===== config.mk =====
export PLATFORM = sky130hd
export DESIGN_NAME = lsu_rmw
export DESIGN_NICKNAME = d
export VERILOG_FILES = /design/src/rtl/lsu_rmw.sv
export SDC_FILE = /design/constraint.sdc
export NUM_CORES = 1
export LEC_CHECK = 0
export BUFFER_PORTS_ARGS = -buffer_cell sky130_fd_sc_hd__buf_2
export CORE_ASPECT_RATIO = 0.75
export CORE_MARGIN = 2
export CORE_UTILIZATION = 52
export DETAILED_ROUTE_END_ITERATION = 10
export PLACE_DENSITY_LB_ADDON = 0.25
export RECOVER_POWER = 100
export SYNTH_ARGS = -nofsm -noshare
export SYNTH_HDL_FRONTEND = slang
export SYNTH_SLANG_ARGS = --single-unit

===== constraint.sdc =====
create_clock -name clk -period 3 [get_ports clk]
set_input_delay 0.6 -clock clk [delete_from_list [all_inputs] [get_ports clk]]
set_output_delay 0.6 -clock clk [all_outputs]
set_load 0.01 [all_outputs]

===== src/rtl/lsu_rmw.sv =====
// lsu_rmw: load/store unit between execute and a word-wide data memory.
// Accepts one RISC-V load/store per handshake. Loads select a little-endian
// lane and sign/zero extend it. SB/SH are read-modify-write because the
// memory only takes whole-word writes. Bad accesses are rejected without
// ever touching memory.
//
// Ports:
//   clk, rst_n           clock, asynchronous active-low reset
//   req_valid/req_ready  request handshake (ready only when idle)
//   req_we, req_funct3   store flag and RISC-V access size/sign
//   req_addr, req_wdata  byte address and store data
//   resp_valid           one-cycle response strobe
//   resp_rdata/resp_err  formatted load data / rejection flag (held)
//   mem_we/mem_a/mem_wd  data-memory write enable, word index, write data
//   mem_rd               data-memory combinational read data
module lsu_rmw #(
    parameter int unsigned MEM_WORDS = 256
) (
    input  logic        clk,
    input  logic        rst_n,
    input  logic        req_valid,
    output logic        req_ready,
    input  logic        req_we,
    input  logic [2:0]  req_funct3,
    input  logic [31:0] req_addr,
    input  logic [31:0] req_wdata,
    output logic        resp_valid,
    output logic [31:0] resp_rdata,
    output logic        resp_err,
    output logic        mem_we,
    output logic [31:0] mem_a,
    output logic [31:0] mem_wd,
    input  logic [31:0] mem_rd
);

    typedef enum logic [1:0] {IDLE, ACCESS, WRITE, RESP} state_t;

    state_t      state, state_nx;
    logic        we_q;
    logic [2:0]  f3_q;
    logic [31:0] addr_q, wdata_q, merge_q;

    logic        accept, fmt_bad, mis, oor, bad;
    logic        is_sw;
    logic [7:0]  byte_lane;
    logic [15:0] half_lane;
    logic [31:0] load_fmt, merged;

    assign accept = req_valid && (state == IDLE);

    // Request legality, decided from the live request at acceptance.
    always_comb begin
        fmt_bad = 1'b0;
        mis     = 1'b0;
        case (req_funct3)
            3'b000: ;
            3'b001: mis = req_addr[0];
            3'b010: mis = |req_addr[1:0];
            3'b100: fmt_bad = req_we;          // LBU has no store form
            3'b101: begin
                fmt_bad = req_we;              // LHU has no store form
                mis     = req_addr[0];
            end
            default: fmt_bad = 1'b1;
        endcase
    end

    assign oor = {2'b00, req_addr[31:2]} >= MEM_WORDS;
    assign bad = fmt_bad | mis | oor;

    // Only legal stores reach ACCESS, so a store with funct3 != 010 is SB/SH.
    assign is_sw = we_q && (f3_q == 3'b010);

    always_comb begin
        byte_lane = mem_rd[{addr_q[1:0], 3'b000} +: 8];
        half_lane = addr_q[1] ? mem_rd[31:16] : mem_rd[15:0];
        case (f3_q)
            3'b000:  load_fmt = {{24{byte_lane[7]}}, byte_lane};
            3'b100:  load_fmt = {24'h0, byte_lane};
            3'b001:  load_fmt = {{16{half_lane[15]}}, half_lane};
            3'b101:  load_fmt = {16'h0, half_lane};
            default: load_fmt = mem_rd;
        endcase
    end

    always_comb begin
        merged = mem_rd;
        if (f3_q[1:0] == 2'b00)
            merged[{addr_q[1:0], 3'b000} +: 8] = wdata_q[7:0];
        else if (addr_q[1])
            merged[31:16] = wdata_q[15:0];
        else
            merged[15:0]  = wdata_q[15:0];
    end

    // FSM
    always_ff @(posedge clk or negedge rst_n) begin
        if (!rst_n) state <= IDLE;
        else        state <= state_nx;
    end

    always_comb begin
        state_nx = state;
        case (state)
            IDLE:    if (accept) state_nx = bad ? RESP : ACCESS;
            ACCESS:  state_nx = (we_q && !is_sw) ? WRITE : RESP;
            WRITE:   state_nx = RESP;
            RESP:    state_nx = IDLE;
            default: state_nx = IDLE;
        endcase
    end

    // Request capture and response registers. The response registers are
    // only written on the transition into RESP, so they hold in between.
    always_ff @(posedge clk or negedge rst_n) begin
        if (!rst_n) begin
            we_q       <= 1'b0;
            f3_q       <= 3'b000;
            addr_q     <= 32'h0;
            wdata_q    <= 32'h0;
            merge_q    <= 32'h0;
            resp_rdata <= 32'h0;
            resp_err   <= 1'b0;
        end else begin
            case (state)
                IDLE: if (accept) begin
                    we_q    <= req_we;
                    f3_q    <= req_funct3;
                    addr_q  <= req_addr;
                    wdata_q <= req_wdata;
                    if (bad) begin
                        resp_rdata <= 32'h0;
                        resp_err   <= 1'b1;
                    end
                end
                ACCESS: begin
                    if (!we_q) begin
                        resp_rdata <= load_fmt;
                        resp_err   <= 1'b0;
                    end else if (is_sw) begin
                        resp_rdata <= 32'h0;
                        resp_err   <= 1'b0;
                    end else begin
                        merge_q <= merged;
                    end
                end
                WRITE: begin
                    resp_rdata <= 32'h0;
                    resp_err   <= 1'b0;
                end
                default: ;
            endcase
        end
    end

    // Memory-side strobes come from state only, so reset kills a pending
    // write immediately.
    assign req_ready  = (state == IDLE);
    assign resp_valid = (state == RESP);
    assign mem_we     = (state == WRITE) || ((state == ACCESS) && is_sw);
    assign mem_a      = {2'b00, addr_q[31:2]};
    assign mem_wd     = (state == WRITE)                 ? merge_q :
                        ((state == ACCESS) && is_sw)     ? wdata_q : 32'h0;

endmodule


==> flow_summary.ini <==
[detailed_routing]
vias = 5661
drt_iter0_drc = 469
drcViolationCount = 0
drt_wl_total_microns = 19700
vias_per_cell = 5.83
first_pass_iters = 7
ant_nets = 0
wl_per_cell_microns = 20.2

[place]
place_area_sq_um = 7880
hpwl_microns = 14800
globalplace.congestion = 0.914
place_inst = 939
io_buffers = 200

[timing]
drv_slew = 68
slew_headroom_pct = -15.3
period_minus_slack_ns = 2.80
finalCritPeriodShare_pct = 93.2
setup_viol = 0
fin_skew_ns = 0.00880
rsz0062_at_grt = no
setup_tns_ns = 0
finalHoldViolations = 0
max_freq_mhz = 358
tightest_slew_ns = 1.73

[critical_path]
cp_data_arrival_time_ns = 2.20
r2r_start = state[0]
crit_fanout = 33
r2r_end = resp_rdata[0]
path_class = flop to primary output
end_kind = primary output
crit_required_ns = 2.40
reg2regPathDepth = 8
r2r_setup_slack_ns = 0.32
startpoint_type = flop

[power_and_ir_drop]
combPwrFrac_pct = 44.9
internal-power_mw = 5.86
power.leakage_nw = 3.72
powerDensity_nw_per_um2 = 1200
power_switching_share_pct = 41.0
p_sw_mw = 4.07
clockPowerShare_pct = 20.1
ir_drop_mv = 0.599
seqPwrFrac_pct = 35.0

[global_routing]
grt_use_total_pct = 28.5
grt_max_degree = 69
grt_pass1_vias = 5582
antenna_found_initial = 1
grt_pass1_wl_microns = 30500
overflow = 0

[floorplan]
core_sq_um = 13000
start_util_pct = 53.3
die_y_microns = 104
num_rows = 36
die-width_microns = 137
ios = 203
dieArea_sq_um = 14200

[hold_path]
worstHoldStart = req_wdata[3]
hp-class = input pin to flop
worstHoldPathCells = 2
whs_endpoint = wdata_q[3]

[synthesis]
synth_compound_area_share_pct = 13.7
synth_area_leader_cell = dfrtp_1
synthFlopType = dfrtp_1
synthAdderAreaFrac_pct = 1.63
avgSynthCellArea_sq_um = 11.1
syn-cell-area_sq_um = 6910
synth_top_family_by_area = multiplexers
synth_mux_area_share_pct = 19.5
yosysSeqAreaShare_pct = 48.9
synth_xor_area_share_pct = 0
synth_edf_count = 0
synth-seq-cells = 135
synth_top_area_share_pct = 48.9
synth.area.top_cells = dfrtp_1 49%, mux2_2 13%, mux2i_1 6.8%
ys_warn_count = 0
synthArstFlopShare_pct = 100
synth.distinct_cells = 42
yosys.area_share.simple_pct = 8.96
netlist_instances = 623

[final_layout]
drive_gt1_share_pct = 29.0
fin_area_sq_um = 8290
layout_commonest_cell = dfrtp_1
mostFrequentLayoutCells = 135 x dfrtp_1, 104 x buf_2, 101 x clkbuf_1
final-instance-count-excl-fill = 971
area_delta_synth_final_pct = 19.9
n_antenna_cell = 0
nets = 899

[clock_tree]
numCtsBuffers = 17
cts_tree = yes
path_clk_slew_ns = 0.05
clock-sinks = 135
cts_setup_buffers = 0
cts-resized-gates = 0
clk_latency_ns = 0.42
ctsHoldBuffers = 0
cts-htree-levels = 4
cts-root-buf = clkbuf_16
clk_path_buf_depth = 2

[run_status]
status = finished, violations left
violations = max-capacitance violations, max-slew violations

[flow_run]
max_cap_violations = 1
-- worst max path at each step --
stage / start / endpoint / slack [ns] / cells past startpoint
floorplan: state[0] / resp_rdata[10] / 0.76 / 9
global placement: req_addr[19] / resp_rdata[0] / 0.49 / 7
detailed placement: state[0] / resp_rdata[0] / 0.45 / 8
CTS: f3_q[0] / mem_wd[4] / 0.22 / 5
global route: f3_q[0] / mem_wd[4] / 0.09 / 5
finish: f3_q[0] / mem_wd[19] / 0.20 / 5
-- cell type report --
| type | count | area (sq um) |
|---|---|---|
| inverter | 22 | 82.6 |
| clock buffer | 22 | 464 |
| multi-input combinational | 394 | 3050 |
| timing repair buffer | 217 | 1010 |
| sequential | 135 | 3380 |
| tap | 171 | 214 |
| fill | 1086 | 4680 |
| clock inverter | 10 | 103 |
-- per-stage QoR --
stage / setup WS (ns) / total power [mW] / hold WS (ns) / utilization (%)
after floorplan: 0.756 / 6.70 / 0.304 / -
after global routing: 0.0852 / 10.6 / 0.392 / 63.9
final: 0.203 / 9.93 / 0.410 / 63.9
after detailed placement: 0.453 / 8.05 / 0.488 / 60.7
after CTS: 0.219 / 10.1 / 0.202 / 65.1
after global placement: 0.493 / 7.85 / 0.481 / 60.7
-- synthesized netlist by cell type (8+ instances only) --
library cell / number
ha_1: 9
a222oi_1: 16
o221ai_1: 8
a22oi_1: 16
nor3_1: 10
buf_4: 35
nor2_1: 74
inv_1: 21
a21oi_1: 44
dfrtp_1: 135
mux2_2: 78
a22o_1: 16
clkbuf_1: 23
mux2i_1: 47
nand2b_1: 19
-- power by group through the flow --
stage                     sequential (mW)  combinational [mW]  clock [mW]
after floorplan                      3.26                3.45           0
after global placement               3.41                4.44           0
after detailed placement             3.46                4.59           0
after CTS                            3.43                4.62        2.03
after global routing                 3.56                4.88        2.13
final                                3.47                4.46        2.00
-- per-layer routing --
metal / global-route usage (%) / share of wire, % / vias up
li1: - / - / 2563
met1: 40.5 / 42 / 2788
met2: 41.4 / 45 / 286
met3: 8.53 / 11 / 22
met4: 10.0 / 1.4 / 2
met5: 0 / 0.056 / -
-- state kept, by name (all words and copies together) (netlist names) --
name,cells
wdata_q,32
resp_err,1
state,2
f3_q,3
addr_q,32
merge_q,32
resp_rdata,32
we_q,1
-- cell families (layout without fill, tap and decap cells) --
group / count (synthesis) / after routing
flops: 135 / 135
compound gates: 133 / 133
mux: 125 / 125
simple gates: 125 / 125
buf+inv: 95 / 271
fa+ha+maj: 9 / 9
other cells: 1 / 2
-- worst max-delay path, stage by stage (launching register included) --
cell	delay [ns]
dfrtp_1	0.56
nor3b_2	0.46
a31oi_2	0.14
buf_4	0.26
nor2_1	0.16
clkbuf_1	0.18
Power figures use the tool's default switching activity.
